## src/rtl/ahb_pkg.sv

```systemverilog
// ahb_pkg: encodings and types shared by the AHB interconnect blocks.
//   HTRANS codes: HTRANS_IDLE, HTRANS_BUSY, HTRANS_NONSEQ, HTRANS_SEQ
//   HRESP codes:  HRESP_OKAY, HRESP_ERROR
//   NUM_MASTERS:  number of bus masters feeding the interconnect
//   ds_state_e:   default-slave FSM states
package ahb_pkg;

  localparam logic [1:0] HTRANS_IDLE   = 2'b00;
  localparam logic [1:0] HTRANS_BUSY   = 2'b01;
  localparam logic [1:0] HTRANS_NONSEQ = 2'b10;
  localparam logic [1:0] HTRANS_SEQ    = 2'b11;

  localparam logic [1:0] HRESP_OKAY  = 2'b00;
  localparam logic [1:0] HRESP_ERROR = 2'b01;

  localparam int unsigned NUM_MASTERS = 5;

  typedef enum logic [1:0] {
    DS_IDLE = 2'b00,
    DS_ERR1 = 2'b01,
    DS_ERR2 = 2'b10
  } ds_state_e;

endpackage

```

## src/rtl/ahb_default_slave.sv

```systemverilog
// ahb_default_slave: answers unmapped NONSEQ/SEQ transfers with the two-cycle
// AHB ERROR response (first cycle with a wait state, second completing).
// Ports:
//   i_clk       bus clock
//   i_reset     synchronous active-high reset
//   i_hready    global transfer-done; a transfer is accepted when high
//   i_unmapped  address phase is an active transfer to no decoded slave
//   o_hready    default-slave ready
//   o_hresp     default-slave response
module ahb_default_slave
  import ahb_pkg::*;
(
  input  logic       i_clk,
  input  logic       i_reset,
  input  logic       i_hready,
  input  logic       i_unmapped,
  output logic       o_hready,
  output logic [1:0] o_hresp
);

  ds_state_e r_state;
  ds_state_e w_state_nxt;
  logic      w_accept;

  assign w_accept = i_hready && i_unmapped;

  always_comb begin
    w_state_nxt = DS_IDLE;
    case (r_state)
      DS_IDLE: w_state_nxt = w_accept ? DS_ERR1 : DS_IDLE;
      DS_ERR1: w_state_nxt = DS_ERR2;
      // A back-to-back unmapped transfer restarts the error sequence.
      DS_ERR2: w_state_nxt = w_accept ? DS_ERR1 : DS_IDLE;
      default: w_state_nxt = DS_IDLE;
    endcase
  end

  always_ff @(posedge i_clk) begin
    if (i_reset) begin
      r_state <= DS_IDLE;
    end else begin
      r_state <= w_state_nxt;
    end
  end

  assign o_hready = (r_state != DS_ERR1);
  assign o_hresp  = (r_state == DS_IDLE) ? HRESP_OKAY : HRESP_ERROR;

endmodule

```

## src/rtl/wr_mux.sv

```systemverilog
// wr_mux: master-to-slave half of the AHB interconnect.
// Muxes address/control from the granted master (HMASTER) and write data from
// the data-phase master onto the shared slave bus, decodes HADDR into a one-hot
// slave select, and registers the data-phase select/master for response
// steering.
// Optional feature: define DEFAULT_SLAVE_EN to include the internal default
// slave (ERROR response for unmapped accesses); otherwise dsHREADY=1 and
// dsHRESP=OKAY.
// Ports:
//   CLK, RESET                     clock, synchronous active-high reset
//   HMASTER, HREADY                granted master, global transfer-done
//   HADDRn/HTRANSn/HWRITEn/HSIZEn  per-master address/control (n = 0..4)
//   HWDATAn                        per-master write data
//   sHADDR/sHTRANS/sHWRITE/sHSIZE  muxed address/control to slaves
//   sHWDATA                        muxed write data to slaves
//   HSEL, HSEL_dp                  address-phase / data-phase slave select
//   HMASTER_dp                     data-phase master
//   dsHREADY, dsHRESP              default-slave ready/response
module wr_mux
  import ahb_pkg::*;
#(
  parameter int unsigned NUM_SLV = 5,
  parameter int unsigned DEC_LSB = 28
) (
  input  logic               CLK,
  input  logic               RESET,
  input  logic [3:0]         HMASTER,
  input  logic               HREADY,
  input  logic [31:0]        HADDR0,
  input  logic [31:0]        HADDR1,
  input  logic [31:0]        HADDR2,
  input  logic [31:0]        HADDR3,
  input  logic [31:0]        HADDR4,
  input  logic [1:0]         HTRANS0,
  input  logic [1:0]         HTRANS1,
  input  logic [1:0]         HTRANS2,
  input  logic [1:0]         HTRANS3,
  input  logic [1:0]         HTRANS4,
  input  logic               HWRITE0,
  input  logic               HWRITE1,
  input  logic               HWRITE2,
  input  logic               HWRITE3,
  input  logic               HWRITE4,
  input  logic [2:0]         HSIZE0,
  input  logic [2:0]         HSIZE1,
  input  logic [2:0]         HSIZE2,
  input  logic [2:0]         HSIZE3,
  input  logic [2:0]         HSIZE4,
  input  logic [31:0]        HWDATA0,
  input  logic [31:0]        HWDATA1,
  input  logic [31:0]        HWDATA2,
  input  logic [31:0]        HWDATA3,
  input  logic [31:0]        HWDATA4,
  output logic [31:0]        sHADDR,
  output logic [1:0]         sHTRANS,
  output logic               sHWRITE,
  output logic [2:0]         sHSIZE,
  output logic [31:0]        sHWDATA,
  output logic [NUM_SLV-1:0] HSEL,
  output logic [NUM_SLV-1:0] HSEL_dp,
  output logic [3:0]         HMASTER_dp,
  output logic               dsHREADY,
  output logic [1:0]         dsHRESP
);

  logic [31:0]        w_haddr  [NUM_MASTERS];
  logic [1:0]         w_htrans [NUM_MASTERS];
  logic               w_hwrite [NUM_MASTERS];
  logic [2:0]         w_hsize  [NUM_MASTERS];
  logic [31:0]        w_hwdata [NUM_MASTERS];
  logic [3:0]         w_region;
  logic [3:0]         r_hmaster_dp;
  logic [NUM_SLV-1:0] r_hsel_dp;

  assign w_haddr  = '{HADDR0, HADDR1, HADDR2, HADDR3, HADDR4};
  assign w_htrans = '{HTRANS0, HTRANS1, HTRANS2, HTRANS3, HTRANS4};
  assign w_hwrite = '{HWRITE0, HWRITE1, HWRITE2, HWRITE3, HWRITE4};
  assign w_hsize  = '{HSIZE0, HSIZE1, HSIZE2, HSIZE3, HSIZE4};
  assign w_hwdata = '{HWDATA0, HWDATA1, HWDATA2, HWDATA3, HWDATA4};

  // Address/control mux; an illegal master index presents an IDLE transfer.
  always_comb begin
    sHADDR  = '0;
    sHTRANS = HTRANS_IDLE;
    sHWRITE = 1'b0;
    sHSIZE  = '0;
    if (HMASTER < 4'(NUM_MASTERS)) begin
      sHADDR  = w_haddr[HMASTER[2:0]];
      sHTRANS = w_htrans[HMASTER[2:0]];
      sHWRITE = w_hwrite[HMASTER[2:0]];
      sHSIZE  = w_hsize[HMASTER[2:0]];
    end
  end

  // Region decode; regions at or above NUM_SLV leave HSEL all-zero.
  assign w_region = sHADDR[DEC_LSB+3:DEC_LSB];

  always_comb begin
    HSEL = '0;
    for (int k = 0; k < NUM_SLV; k++) begin
      if (w_region == 4'(k)) HSEL[k] = 1'b1;
    end
  end

  always_ff @(posedge CLK) begin
    if (RESET) begin
      r_hmaster_dp <= '0;
      r_hsel_dp    <= '0;
    end else if (HREADY) begin
      r_hmaster_dp <= HMASTER;
      r_hsel_dp    <= HSEL;
    end
  end

  assign HMASTER_dp = r_hmaster_dp;
  assign HSEL_dp    = r_hsel_dp;

  always_comb begin
    sHWDATA = '0;
    if (r_hmaster_dp < 4'(NUM_MASTERS)) sHWDATA = w_hwdata[r_hmaster_dp[2:0]];
  end

`ifdef DEFAULT_SLAVE_EN
  logic w_unmapped;

  assign w_unmapped = (HSEL == '0) && ((sHTRANS == HTRANS_NONSEQ) || (sHTRANS == HTRANS_SEQ));

  ahb_default_slave u_default_slave (
    .i_clk      (CLK),
    .i_reset    (RESET),
    .i_hready   (HREADY),
    .i_unmapped (w_unmapped),
    .o_hready   (dsHREADY),
    .o_hresp    (dsHRESP)
  );
`else
  assign dsHREADY = 1'b1;
  assign dsHRESP  = HRESP_OKAY;
`endif

endmodule

```

## config.mk

```make
export PLATFORM = sky130hd
export DESIGN_NAME = wr_mux
export DESIGN_NICKNAME = d
export VERILOG_FILES = /design/src/rtl/ahb_pkg.sv /design/src/rtl/ahb_default_slave.sv /design/src/rtl/wr_mux.sv
export SDC_FILE = /design/constraint.sdc
export NUM_CORES = 1
export LEC_CHECK = 0
export CAP_MARGIN = 15
export CORE_AREA = 10 10 166 168
export DETAILED_ROUTE_END_ITERATION = 16
export DIE_AREA = 0 0 176 178
export PLACE_DENSITY = 0.46
export SKIP_LAST_GASP = 1
export SYNTH_ARGS = -nofsm -noshare
export SYNTH_HDL_FRONTEND = slang
export SYNTH_SLANG_ARGS = --single-unit
```

## constraint.sdc

```tcl
create_clock -name CLK -period 2.47 [get_ports CLK]
set_clock_uncertainty 0.1 [all_clocks]
set_input_delay 0.3705 -clock CLK [delete_from_list [all_inputs] [get_ports CLK]]
set_output_delay 0.3705 -clock CLK [all_outputs]
set_load 0.02 [all_outputs]
```

==> results <==
[flip-flops by register name (all words and copies together), names as in the netlist]
register / cells
HMASTER_dp: 4
HSEL_dp: 5
[placed cells by master (no fill, tap or decap), types with 4 or more instances in the layout]
cell type / instances
o41ai_1: 4
buf_4: 68
buf_12: 12
a21oi_1: 30
mux2i_1: 38
dlygate4sd2_1: 63
dfxtp_1: 7
clkdlybuf4s50_1: 356
nand3_1: 7
nor3_1: 4
nor2_1: 45
or3b_2: 4
mux4_2: 66
a22oi_1: 8
nand2_1: 51
[area by class of cell]
type / instances / area share [%]
sequential: 9 / 2.17
multi-input combinational: 291 / 33.7
inverter: 5 / 0.220
antenna: 2 / 0.0586
clock buffer: 4 / 0.923
tap: 324 / 4.75
timing repair buffer: 510 / 58.2
[worst max-delay path: stages]
cell and delay, ns:
clkdlybuf4s50_1 0.51, o21ai_1 0.13, a2111oi_4 0.50, nor3_1 0.12, dlygate4sd2_1 0.35
[metrics by stage]
step	setup TNS [ns]	hold WS [ns]	worst slack (ns)
finish	0	0.413	0.0193
global route	-0.0516	0.456	-0.0501
CTS	-0.134	0.413	-0.110
detailed placement	-15.28	0.401	-0.555
global placement	-13.61	0.409	-0.498
floorplan	0	0.464	0.241
[cells by family after synthesis]
family / synth area share, %
and+or+nand+nor: 16.8
muxes: 58.2
AOI/OAI and AO/OA: 11.7
buffers and inverters: 7.49
DFF: 5.53
other: 0.231
[how the worst min path moves through the flow]
| stage | end | start | depth (start not counted) |
|---|---|---|---|
| final | HSEL_dp[0] | HSEL_dp[0] | 2 |
| after global routing | HSEL_dp[0] | HSEL_dp[0] | 2 |
| after CTS | HSEL_dp[0] | HSEL_dp[0] | 2 |
| after detailed placement | HSEL_dp[0] | HSEL_dp[0] | 2 |
| after global placement | HSEL_dp[0] | HSEL_dp[0] | 2 |
| after floorplan | HSEL_dp[0] | HSEL_dp[0] | 2 |
[power by group through the flow]
stage	Clock (mW)	Combinational (mW)	Sequential, mW
6_report	0.284	1.63	0.165
5_1_grt	0.293	1.74	0.166
4_1_cts	0.288	1.65	0.165
3_5_place_dp	0	1.71	0.168
3_3_place_gp	0	1.71	0.168
2_1_floorplan	0	0.661	0.167
[timing repair]
item,4_1_cts,5_1_grt
hold buffers,0,0
pin swaps,1,2
endpoints found under the hold margin,0,0
buffers inserted,2,8
endpoints found under the setup margin,71,30
gates resized for setup,79,14
[layer usage]
| metal | wire (um) | part of all wire [%] | up-vias | GRT usage, % |
|---|---|---|---|---|
| met4 | 242 | 0.91 | 2 | 2.37 |
| met3 | 2780 | 10 | 10 | 6.32 |
| met2 | 14200 | 53 | 274 | 30.4 |
| met5 | 13 | 0.049 | - | 0 |
| li1 | - | - | 2283 | - |
| met1 | 9510 | 36 | 2309 | 16.1 |
==> flow_summary_export.csv <==
group,metric,value,unit
clock_network,tritoncts,"yes",
logic_synthesis,synth-edff-count,0,
floorplan,chipWidth,176,um
floorplan,ios,444,
logic_synthesis,synth_top_area_share,45.6,%
pwr,internal_power,1.36,mW
pwr,p_switching,0.717,mW
pwr,power.density,244,nW/um2
worst_setup_path,rr_worst_depth,2,
detailed_routing,drc_errors,0,
detailed_routing,ant_nets,0,
sta,hold_viol,0,
clock_network,h-tree-depth,1,
sta,drv_slew,0,
sta,max_clock_freq,408,MHz
placement,dp_cells,1129,
logic_synthesis,synth.area.top_cells,"mux4_2 46%, mux2i_1 13%, nand2_1 6.1%",
detailed_routing,post_drt_wl_per_cell,23.3,um
logic_synthesis,syn_inst,346,
logic_synthesis,synthArstFlopShare,0,%
cells_and_area,final_core_util,35.4,%
sta,timing.final.crit_period,2.45,ns
global_routing,grt_max_degree,24,
cells_and_area,stdcell_area,8540,um2
run,drv_cap,0,
detailed_routing,route.vias.total,4878,
floorplan,dieArea,31300,um2
floorplan,fp.coreArea,24100,um2
clock_network,clock-sinks,9,
clock_network,clk_pin_slew,0.04,ns
cells_and_area,drive_gt1_share,21.7,%
logic_synthesis,yosysMostFrequentCell,"mux4_2",
cells_and_area,nets,1177,
worst_setup_path,worstSetupEndpoint,"HSEL[3]",
pwr,fin_total_pwr,2.08,mW
logic_synthesis,ys_warn_count,0,
cells_and_area,multiInputGateArea,2870,um2
global_routing,grt_antenna_before_repair,2,
global_routing,grt_pass1_wl,37600,um
global_routing,overflow,0,
logic_synthesis,synth.largest_area_cell,"mux4_2",
placement,dp_hpwl,24200,um
status,outcome,"completed",
pwr,seqPwrFrac,7.9,%
floorplan,initial_utilization,13.5,%
cells_and_area,final_cells,1145,
floorplan,die_y,178,um
clock_network,clk_latency,0.23,ns
detailed_routing,vias_per_cell,4.26,
worst_hold_path,hold_class,"reg2reg",
cells_and_area,n_fill_cell,2572,
detailed_routing,drt-pass1-iter-count,4,
logic_synthesis,ys_seq_area_share,5.53,%
worst_setup_path,start_kind,"input pin",
worst_setup_path,reg2reg_slack,1.43,ns
sta,setup-violations-final,0,
worst_setup_path,worstSetupPathType,"in2out",
logic_synthesis,synth.top_cells.by_count,"66 x mux4_2, 53 x nand2_1, 45 x nor2_1",
worst_setup_path,critPathCaptureType,"output port",
worst_setup_path,critPathRequiredTime,2.00,ns
sta,rsz0062_at_grt,"yes",
logic_synthesis,yosys_most_used_dff,"dfxtp_1",
pwr,peakVddDrop,0.152,mV
detailed_routing,wl,26700,um
worst_setup_path,r2r-end,"HSEL_dp[2]",
cells_and_area,area_growth,162,%
cells_and_area,seqCellArea,185,um2
worst_setup_path,r2r-start,"HSEL_dp[2]",
pwr,sw_frac_of_total,34.5,%
logic_synthesis,synth_area,3260,um2
worst_setup_path,worstSetupStartpoint,"HADDR4[31]",
logic_synthesis,avgSynthCellArea,9.42,um2
detailed_routing,drt_iter0_markers,164,
worst_setup_path,cp_data_arrival_time,1.98,ns
placement,placed_cell_area,8400,um2
pwr,p_clk_share,13.6,%
placement,gp_congestion,0.788,
clock_network,cts_buffers,3,
pwr,power_frac_comb,78.5,%
global_routing,grtUsageTotal,15.9,%
pwr,p_leak,3.48,nW
logic_synthesis,yosysUniqueCellTypes,38,
floorplan,std_cell_rows,57,
clock_network,cts_root_buffer,"clkbuf_16",
clock_network,clockBufferDepth,2,
sta,timing.final.crit_share,99.2,%
global_routing,grt_pass1_vias,5441,
worst_setup_path,critPathMaxFanout,5,
placement,io_buffers,440,
logic_synthesis,synth-seq-cells,9,
(Power assumes the default switching activity.)
